--- src/rtl/ascii_grid_loader_pkg.sv ---
// Shared constants and enums for the ASCII grid loader.
// The enum encodings are the values that appear on the err_code output.
package ascii_grid_loader_pkg;

  localparam logic [7:0] CH_AT  = 8'h40;
  localparam logic [7:0] CH_DOT = 8'h2E;
  localparam logic [7:0] CH_LF  = 8'h0A;
  localparam logic [7:0] CH_CR  = 8'h0D;

  typedef enum logic [1:0] {
    ST_LOAD = 2'd0,
    ST_HOLD = 2'd1,
    ST_ERR  = 2'd2
  } state_e;

  typedef enum logic [1:0] {
    ERR_NONE       = 2'd0,
    ERR_BAD_CHAR   = 2'd1,
    ERR_ROW_LEN    = 2'd2,
    ERR_EARLY_LAST = 2'd3
  } err_e;

endpackage

--- src/rtl/ascii_grid_loader_decoder.sv ---
// Combinational byte classifier for the grid loader.
// Every byte value raises exactly one of is_cell, is_lf, is_skip or is_bad.
module ascii_cell_decoder
  import ascii_grid_loader_pkg::*;
(
  input  logic [7:0] data,
  output logic       is_cell,
  output logic       cell_bit,
  output logic       is_lf,
  output logic       is_skip,
  output logic       is_bad
);

  always_comb begin
    is_cell  = (data == CH_AT) || (data == CH_DOT);
    cell_bit = (data == CH_AT);
    is_lf    = (data == CH_LF);
    is_skip  = (data == CH_CR);
    is_bad   = !(is_cell || is_lf || is_skip);
  end

endmodule

--- src/rtl/ascii_grid_loader.sv ---
// Byte stream to packed occupancy bitmap, with row geometry checks and '@' count.
//   state | meaning
//   LOAD  | accepting bytes, filling bitmap
//   HOLD  | grid complete, held until grid_ack
//   ERR   | sticky fault, bytes drained until rst
module ascii_grid_loader
  import ascii_grid_loader_pkg::*;
#(
  parameter int WIDTH = 10,
  parameter int DEPTH = 10
) (
  input  logic                   clk,
  input  logic                   rst,
  input  logic                   in_valid,
  output logic                   in_ready,
  input  logic [7:0]             in_data,
  input  logic                   in_last,
  output logic [WIDTH*DEPTH-1:0] grid_out,
  output logic                   grid_valid,
  input  logic                   grid_ack,
  output logic [31:0]            cell_count,
  output logic                   error,
  output logic [1:0]             err_code
);

  localparam int NCELL = WIDTH * DEPTH;
  localparam int CW    = $clog2(WIDTH + 1);
  localparam int RW    = $clog2(DEPTH + 1);
  localparam int IW    = (NCELL > 1) ? $clog2(NCELL) : 1;

  localparam logic [CW-1:0] COL_FULL = CW'(WIDTH);
  localparam logic [CW-1:0] COL_END  = CW'(WIDTH - 1);
  localparam logic [RW-1:0] ROW_END  = RW'(DEPTH - 1);

  state_e             state_q, state_d;
  logic [RW-1:0]      row_q, row_d;
  logic [CW-1:0]      col_q, col_d;
  logic [NCELL-1:0]   grid_q, grid_d;
  logic [31:0]        count_q, count_d;
  logic               error_q, error_d;
  err_e               code_q, code_d;

  logic               is_cell, cell_bit, is_lf, is_skip, is_bad;
  logic               accept;
  logic               done;
  err_e               fault;
  logic [IW-1:0]      cell_idx;

  ascii_cell_decoder u_decoder (
    .data     (in_data),
    .is_cell  (is_cell),
    .cell_bit (cell_bit),
    .is_lf    (is_lf),
    .is_skip  (is_skip),
    .is_bad   (is_bad)
  );

  // rst gates ready directly so no byte is taken during the reset cycle
  assign in_ready   = !rst && (state_q != ST_HOLD);
  assign accept     = in_valid && in_ready;
  assign cell_idx   = IW'(row_q) * IW'(WIDTH) + IW'(col_q);

  assign grid_out   = grid_q;
  assign grid_valid = (state_q == ST_HOLD);
  assign cell_count = count_q;
  assign error      = error_q;
  assign err_code   = code_q;

  always_comb begin
    state_d = state_q;
    row_d   = row_q;
    col_d   = col_q;
    grid_d  = grid_q;
    count_d = count_q;
    error_d = error_q;
    code_d  = code_q;
    fault   = ERR_NONE;
    done    = 1'b0;

    case (state_q)
      ST_LOAD: begin
        if (accept) begin
          if (is_skip) begin
            // CR of CRLF line endings carries no information
          end else if (is_cell) begin
            if (col_q == COL_FULL) begin
              fault = ERR_ROW_LEN;
            end else begin
              grid_d[cell_idx] = cell_bit;
              col_d = col_q + 1'b1;
              if (cell_bit) count_d = count_q + 32'd1;
              // a final row may end at its last cell when the source marks it last
              if ((row_q == ROW_END) && (col_q == COL_END)) done = in_last;
            end
          end else if (is_lf) begin
            if (col_q == COL_FULL) begin
              col_d = '0;
              row_d = row_q + 1'b1;
              if (row_q == ROW_END) done = 1'b1;
            end else if (col_q != '0) begin
              fault = ERR_ROW_LEN;
            end
          end else if (is_bad) begin
            fault = ERR_BAD_CHAR;
          end

          if ((fault == ERR_NONE) && in_last && !done) fault = ERR_EARLY_LAST;

          if (fault != ERR_NONE) begin
            state_d = ST_ERR;
            error_d = 1'b1;
            code_d  = fault;
          end else if (done) begin
            state_d = ST_HOLD;
          end
        end
      end

      ST_HOLD: begin
        if (grid_ack) begin
          state_d = ST_LOAD;
          row_d   = '0;
          col_d   = '0;
          grid_d  = '0;
          count_d = '0;
        end
      end

      default: begin
        state_d = ST_ERR;
      end
    endcase
  end

  always_ff @(posedge clk) begin
    if (rst) begin
      state_q <= ST_LOAD;
      row_q   <= '0;
      col_q   <= '0;
      grid_q  <= '0;
      count_q <= '0;
      error_q <= 1'b0;
      code_q  <= ERR_NONE;
    end else begin
      state_q <= state_d;
      row_q   <= row_d;
      col_q   <= col_d;
      grid_q  <= grid_d;
      count_q <= count_d;
      error_q <= error_d;
      code_q  <= code_d;
    end
  end

endmodule

--- config.mk ---
export PLATFORM = sky130hd
export DESIGN_NAME = ascii_grid_loader
export DESIGN_NICKNAME = d
export VERILOG_FILES = /design/src/rtl/ascii_grid_loader_pkg.sv /design/src/rtl/ascii_grid_loader_decoder.sv /design/src/rtl/ascii_grid_loader.sv
export SDC_FILE = /design/constraint.sdc
export NUM_CORES = 1
export LEC_CHECK = 0
export CORE_MARGIN = 1.5
export CORE_UTILIZATION = 40
export CTS_BUF_LIST = sky130_fd_sc_hd__clkbuf_4
export CTS_CLUSTER_DIAMETER = 200
export CTS_CLUSTER_SIZE = 8
export DETAILED_ROUTE_END_ITERATION = 8
export GPL_TIMING_DRIVEN = 0
export PLACE_DENSITY = 0.68
export SLEW_MARGIN = 10
export SYNTH_ARGS = -nofsm -noshare
export SYNTH_HDL_FRONTEND = slang
export SYNTH_SLANG_ARGS = --single-unit
--- constraint.sdc ---
create_clock -name clk -period 3.3 [get_ports clk]
set_input_delay 0.99 -clock clk [delete_from_list [all_inputs] [get_ports clk]]
set_output_delay 0.99 -clock clk [all_outputs]
set_load 0.005 [all_outputs]
# == Yosys cells after proc, flatten, opt, wreduce, memory -nomap -nowiden ==
# Cells that the tools add are included.
# word_totals
regBits,145
# classes
n_mul,1
mux,56
add_sub_neg,4
magnitude_cmp,2
reduce_logical,22
n_eq_ne,22
# ops
cell,n
$mux W100,5
$pmux W100 S2,1
$mux W32,6
$bwmux W100,1
$pmux W32 S2,1
$mux W4,12
$add A32 B1 Y32 const B,1
$mux W2,15
$reduce_and A7 Y1,3
$eq A8 B4 Y1 const B,2
$ne A2 B2 Y1 const B,8
$pmux W4 S2,2
$eq A4 B4 Y1 const B,3
$ne A3 B3 Y1 const B,4
$mux W1,11
$add A4 B1 Y4 const B,2
$eq A8 B6 Y1 const B,1
$eq A8 B7 Y1 const B,1
$lt A7 B8 Y1 const B,1
$add A7 B4 Y7,1
$demux W1 S7,1
$ge A7 B1 Y1 const B,1
$logic_and A1 B1 Y1,6
$mul A4 B3 Y6 const B,1
10 further kinds,17

# == Longest topological paths before layout ==
# logic_depth
ltp_word,20
depth_mapped,10

# == By module ==
# A second synthesis with hierarchy kept.
# unflattened
hier_cells,832
hier_area_um2,7151.9
# by_module_without_submodules
module,cells_each,n_inst,area_per_inst_um2
ascii_grid_loader,819,1,7043.0
ascii_cell_decoder,13,1,108.9

# == Worst setup path before layout ==
# Ideal clock, no wire load.
# synth_path
kind,reg2reg
from,register row_q[1]
to,"register grid_q[22], in the netlist grid_out[22]"
setup_slack_ns,0.237
path_stages_with_launch,10
n_path_buf,0
arrival_time_ns,2.928
t_required_ns,3.165
cell_sequence,dfxtp_1 ha_1 ha_1 fa_1 o211ai_1 or3_1 a211oi_1 nand2_1 o311ai_0 o21ai_0
# synth_between
elab_chain_len,12
elab_cells_between_ends,13
classes_between,add/sub: 1; mul: 1; order compare: 2; mux: 8; reduce/logical: 1
# synth_lines
item,line,source
"start, declared",ascii_grid_loader.sv:36,"logic [RW-1:0] row_q, row_d;"
"start signal, assigned",ascii_grid_loader.sv:146,row_q <= row_d;
$mul A4 B3 Y6 *,ascii_grid_loader.sv:61,assign cell_idx = IW'(row_q) * IW'(WIDTH) + IW'(col_q);
$add A7 B4 Y7 *,ascii_grid_loader.sv:61,
$lt A7 B8 Y1 (not written as such) / $ge A7 B1 Y1 (equally long branches),ascii_grid_loader.sv:89,grid_d[cell_idx] = cell_bit;
$logic_and A1 B1 Y1 (not written as such),ascii_grid_loader.sv:89,
$mux W1 (not written as such),ascii_grid_loader.sv:89,
$demux W1 S7 *,ascii_grid_loader.sv:89,
$bwmux W100 *,ascii_grid_loader.sv:89,
$mux W100 *,ascii_grid_loader.sv:86,if (col_q == COL_FULL) begin
$mux W100 *,ascii_grid_loader.sv:85,end else if (is_cell) begin
$mux W100 *,ascii_grid_loader.sv:83,if (is_skip) begin
$mux W100 *,ascii_grid_loader.sv:82,if (accept) begin
$pmux W100 S2 *,ascii_grid_loader.sv:80,case (state_q)
"end signal, assigned",ascii_grid_loader.sv:148,grid_q <= grid_d;
"end, declared",ascii_grid_loader.sv:38,"logic [NCELL-1:0] grid_q, grid_d;"
# Every way passes the cells marked *; elsewhere a longest branch is shown, timed or not. The select of a mux whose other input is x is not followed.
# A chain may end at the register's enable or synchronous reset.

# == Worst setup path after layout ==
# layout_path
from,input port rst
to,output port in_ready
# layout_between
elab_chain_len,2
# layout_lines
item,line,source
"start, declared",ascii_grid_loader.sv:13,"input logic rst,"
$logic_not A1 Y1,ascii_grid_loader.sv:59,assign in_ready = !rst && (state_q != ST_HOLD);
$logic_and A1 B1 Y1,ascii_grid_loader.sv:59,
"end, declared",ascii_grid_loader.sv:15,"output logic in_ready,"
# No other way between the ends.

==> impl_metrics.env <==
export IMPL_hold_violations=0
export IMPL_drt_pre_antenna_iters=5
export IMPL_finalCritPeriodShare_pct=98.0
export IMPL_core_area_sq_um=16500
export IMPL_timing_rr_start="row_q[1]"
export IMPL_max_stage_delay_ns=0.56
export IMPL_io_pins=150
export IMPL_cts_inserted_buffers=17
export IMPL_grt_remaining_overflow=0
export IMPL_via_count=6773
export IMPL_drive_gt1_share_pct=11.7
export IMPL_cts_htree_levels=4
export IMPL_worstPathCellList="clkdlybuf4s50_1, nor2_4, clkdlybuf4s50_1"
export IMPL_r2r_cells=9
export IMPL_track_usage_pct=24.8
export IMPL_grt_use_met2_pct=37.5
export IMPL_synthSimpleGateAreaFrac_pct=17.9
export IMPL_period_needed_ns=3.23
export IMPL_fmax_mhz=309
export IMPL_synth_main_ff_cell="dfxtp_1"
export IMPL_utilization_pct=54.2
export IMPL_final_nets=943
export IMPL_clk_latency_ns=0.58
export IMPL_met3_usage_pct=5.19
export IMPL_drt_wl_total_microns=21900
export IMPL_syn_to_final_growth_pct=33.7
export IMPL_initial_core_util_pct=40.6
export IMPL_crit_type="in2out"
export IMPL_setup_ws_ns=0.0667
export IMPL_whs_ns=0.480
export IMPL_num_rows=47
export IMPL_p_clk_share_pct=40.3
export IMPL_p_sw_uw=752
export IMPL_nFillCells=1571
export IMPL_cp_top_family="buffers and inverters"
export IMPL_setup_violations_final=0
export IMPL_first_iter_violations=610
export IMPL_vias_per_cell=5.89
export IMPL_final_cell_mix="149 x clkdlybuf4s50_1, 143 x dfxtp_1, 110 x o21ai_0, 55 x o311ai_0, 47 x nor2_1"
export IMPL_place_area_sq_um=8450
export IMPL_wire_per_inst_microns=19.0
export IMPL_hpwl_microns=15400
export IMPL_drt_antenna_violating_nets=0
export IMPL_antenna_found_initial=1
export IMPL_met1_usage_pct=34.7
export IMPL_gp_congestion=0.896
export IMPL_p_int_uw=2390
export IMPL_clockRootBuffer="clkbuf_4"
export IMPL_min_path_type="reg2reg"
export IMPL_critPathBufInv=2
export IMPL_crit_path_end_kind="output port"
export IMPL_drc=0
export IMPL_synthDistinctLibCells=65
export IMPL_syn_cell_area_sq_um=6680
export IMPL_cts_sinks=145
export IMPL_synth_adder_area_share_pct=3.03
export IMPL_power_leakage_uw=0.00293
export IMPL_synth_edf_count=0
export IMPL_cts_tree="done"
export IMPL_pwr_share_seq_pct=55.8
export IMPL_top_usage_layer="met2"
export IMPL_cts_hold_fix_buffers=0
export IMPL_dp_cells=1113
export IMPL_port_buffers=149
export IMPL_cp_depth=3
export IMPL_reg2reg_setup_slack_ns=0.08
export IMPL_synth_warnings=0
export IMPL_min_from="err_code[1]"
export IMPL_ys_ff_latch=145
export IMPL_die_w_microns=132
export IMPL_pre_cts_ws_ns=-0.783
export IMPL_crit_top_cell="clkdlybuf4s50_1"
export IMPL_avgSynthCellArea_sq_um=8.98
export IMPL_path_clk_slew_ns=0.13
export IMPL_cp_slowest_cell="clkdlybuf4s50_1"
export IMPL_clock_skew_ns=0.0272
export IMPL_pwr_share_comb_pct=3.9
export IMPL_endpoint="in_ready"
export IMPL_synth_seq_area_share_pct=43.5
export IMPL_synth_nets=772
export IMPL_cp_required_ns=2.31
export IMPL_slew_viol_final=0
export IMPL_peakVddDrop_v=0.000192
export IMPL_synth_xor_area_share_pct=3.75
export IMPL_die_h_microns=132
export IMPL_path_max_fanout=6
export IMPL_grt_max_degree=17
export IMPL_grt_pass1_wl_microns=34200
export IMPL_synth_cells=744
export IMPL_synth_top_family_by_area="compound AO/OA/AOI/OAI gates"
export IMPL_p_per_area_nw_per_um2=352
export IMPL_design_area_sq_um=8930
export IMPL_slew_headroom_pct=35.3
export IMPL_worst_pin_slew_ns=0.957
export IMPL_reg2reg_to="grid_out[20]"
export IMPL_crit_start="rst"
export IMPL_grt_pass1_vias=6186
export IMPL_synthArstFlopShare_pct=0
export IMPL_status="finished, final reports clean"
export IMPL_sw_frac_of_total_pct=23.9
export IMPL_worst_setup_path_start_kind="primary input"
export IMPL_max_cap_violations=0
export IMPL_synth_compound_area_share_pct=25.8
export IMPL_layout_commonest_cell="clkdlybuf4s50_1"
export IMPL_final_cells=1149
export IMPL_arrival_ns=2.24
export IMPL_clockBufferDepth=2
export IMPL_dieArea_sq_um=17500
export IMPL_muxShareOfSynthArea_pct=0.899
==> cells by family (layout without fill, tap and decap cells) <==
kind of cell             after synthesis  after routing
AO/OA/AOI/OAI                        259            259
AND/OR/NAND/NOR                      229            229
flip-flops                           145            145
buffers and inverters                 63            247
XOR/XNOR                              27             27
adder cells (fa/ha/maj)               15             15
multiplexers                           6              6
other                                  0              1
==> per-stage QoR <==
step,setup TNS [ns],total power [uW]
after global placement,-73.04,1910
after detailed placement,-76.97,1910
after floorplan,0,1860
final,0,3140
after global routing,-0.0144,3250
after CTS,0,3160
==> timing repair <==
| action | 4_1_cts | 5_1_grt |
|---|---|---|
| buffers inserted | 2 | 1 |
| pin swaps | 1 | 3 |
| endpoints found under the setup margin | 98 | 108 |
| resized for setup | 21 | 61 |
==> flip-flops by register name, summed over array words and instances, names as in the netlist <==
signal / cells
row_q: 4
cell_count: 32
err_code: 2
col_q: 4
grid_out: 100
error: 1
state_q: 2
==> Yosys cell counts, types with 3 or more instances <==
cell type	count	area, sq um
nand2b_1	11	68.8
buf_6	5	56.3
o22ai_1	5	31.3
o211ai_1	25	188
a21o_1	3	22.5
nand2_1	54	203
mux2i_1	6	60.1
clkbuf_2	3	15.0
nor3_1	15	75.1
nand3_1	23	115
a21oi_1	20	100
dfxtp_1	145	2900
nor2_1	48	180
nor4_1	13	81.3
o21ai_0	113	566
xor2_1	3	26.3
nor2b_1	4	25.0
a211oi_1	5	37.5
or3_1	5	31.3
buf_2	4	20.0
nor4b_1	6	52.6
ha_1	13	163
and2_1	3	18.8
xnor2_1	23	201
buf_1	4	15.0
clkbuf_8	3	41.3
inv_1	12	45.0
clkbuf_1	24	90.1
and3_1	11	68.8
o311ai_0	72	631
clkbuf_4	5	37.5
nand4_1	15	93.8
==> power by group through the flow <==
stage / Sequential, uW / Clock (uW) / Combinational [uW]
6_report: 1760 / 1270 / 122
5_1_grt: 1760 / 1360 / 132
4_1_cts: 1760 / 1280 / 117
3_5_place_dp: 1800 / 0 / 116
3_3_place_gp: 1800 / 0 / 115
2_1_floorplan: 1800 / 0 / 65.3
==> metal layers <==
layer	vias up	wire (microns)
met1	3274	9890
met2	287	9840
met4	0	416
met3	33	1710
met5	-	0
li1	3179	-
==> area by class of cell <==
type | instances | area, sq um | share of cell area [%]
multi-input cells | 536 | 3540 | 39.7
flip-flops and latches | 145 | 2910 | 32.6
repair buffers | 152 | 1510 | 17.0
plain buffers | 50 | 317 | 3.55
well taps | 220 | 275 | 3.08
clock inverters | 15 | 190 | 2.13
clock buffers | 17 | 128 | 1.43
inverters | 13 | 48.8 | 0.547
diodes | 1 | 2.50 | 0.0280
==> how the worst min path moves through the flow <==
stage          slack (ns)  cells after the start        endpoint
6_report             0.48                      2     err_code[1]
5_1_grt              0.51                      2  cell_count[27]
4_1_cts              0.49                      2     err_code[1]
3_5_place_dp         0.47                      2     err_code[1]
3_3_place_gp         0.47                      2     err_code[1]
2_1_floorplan        0.46                      2     err_code[1]
==> worst reg2reg max path, delay by kind of cell (launching register included) <==
family          cells  cell delay [ns]
fa+ha+maj           3             1.14
compound gates      4             1.01
simple gates        2             0.57
flops               1             0.40
Power figures use the tool's default switching activity.
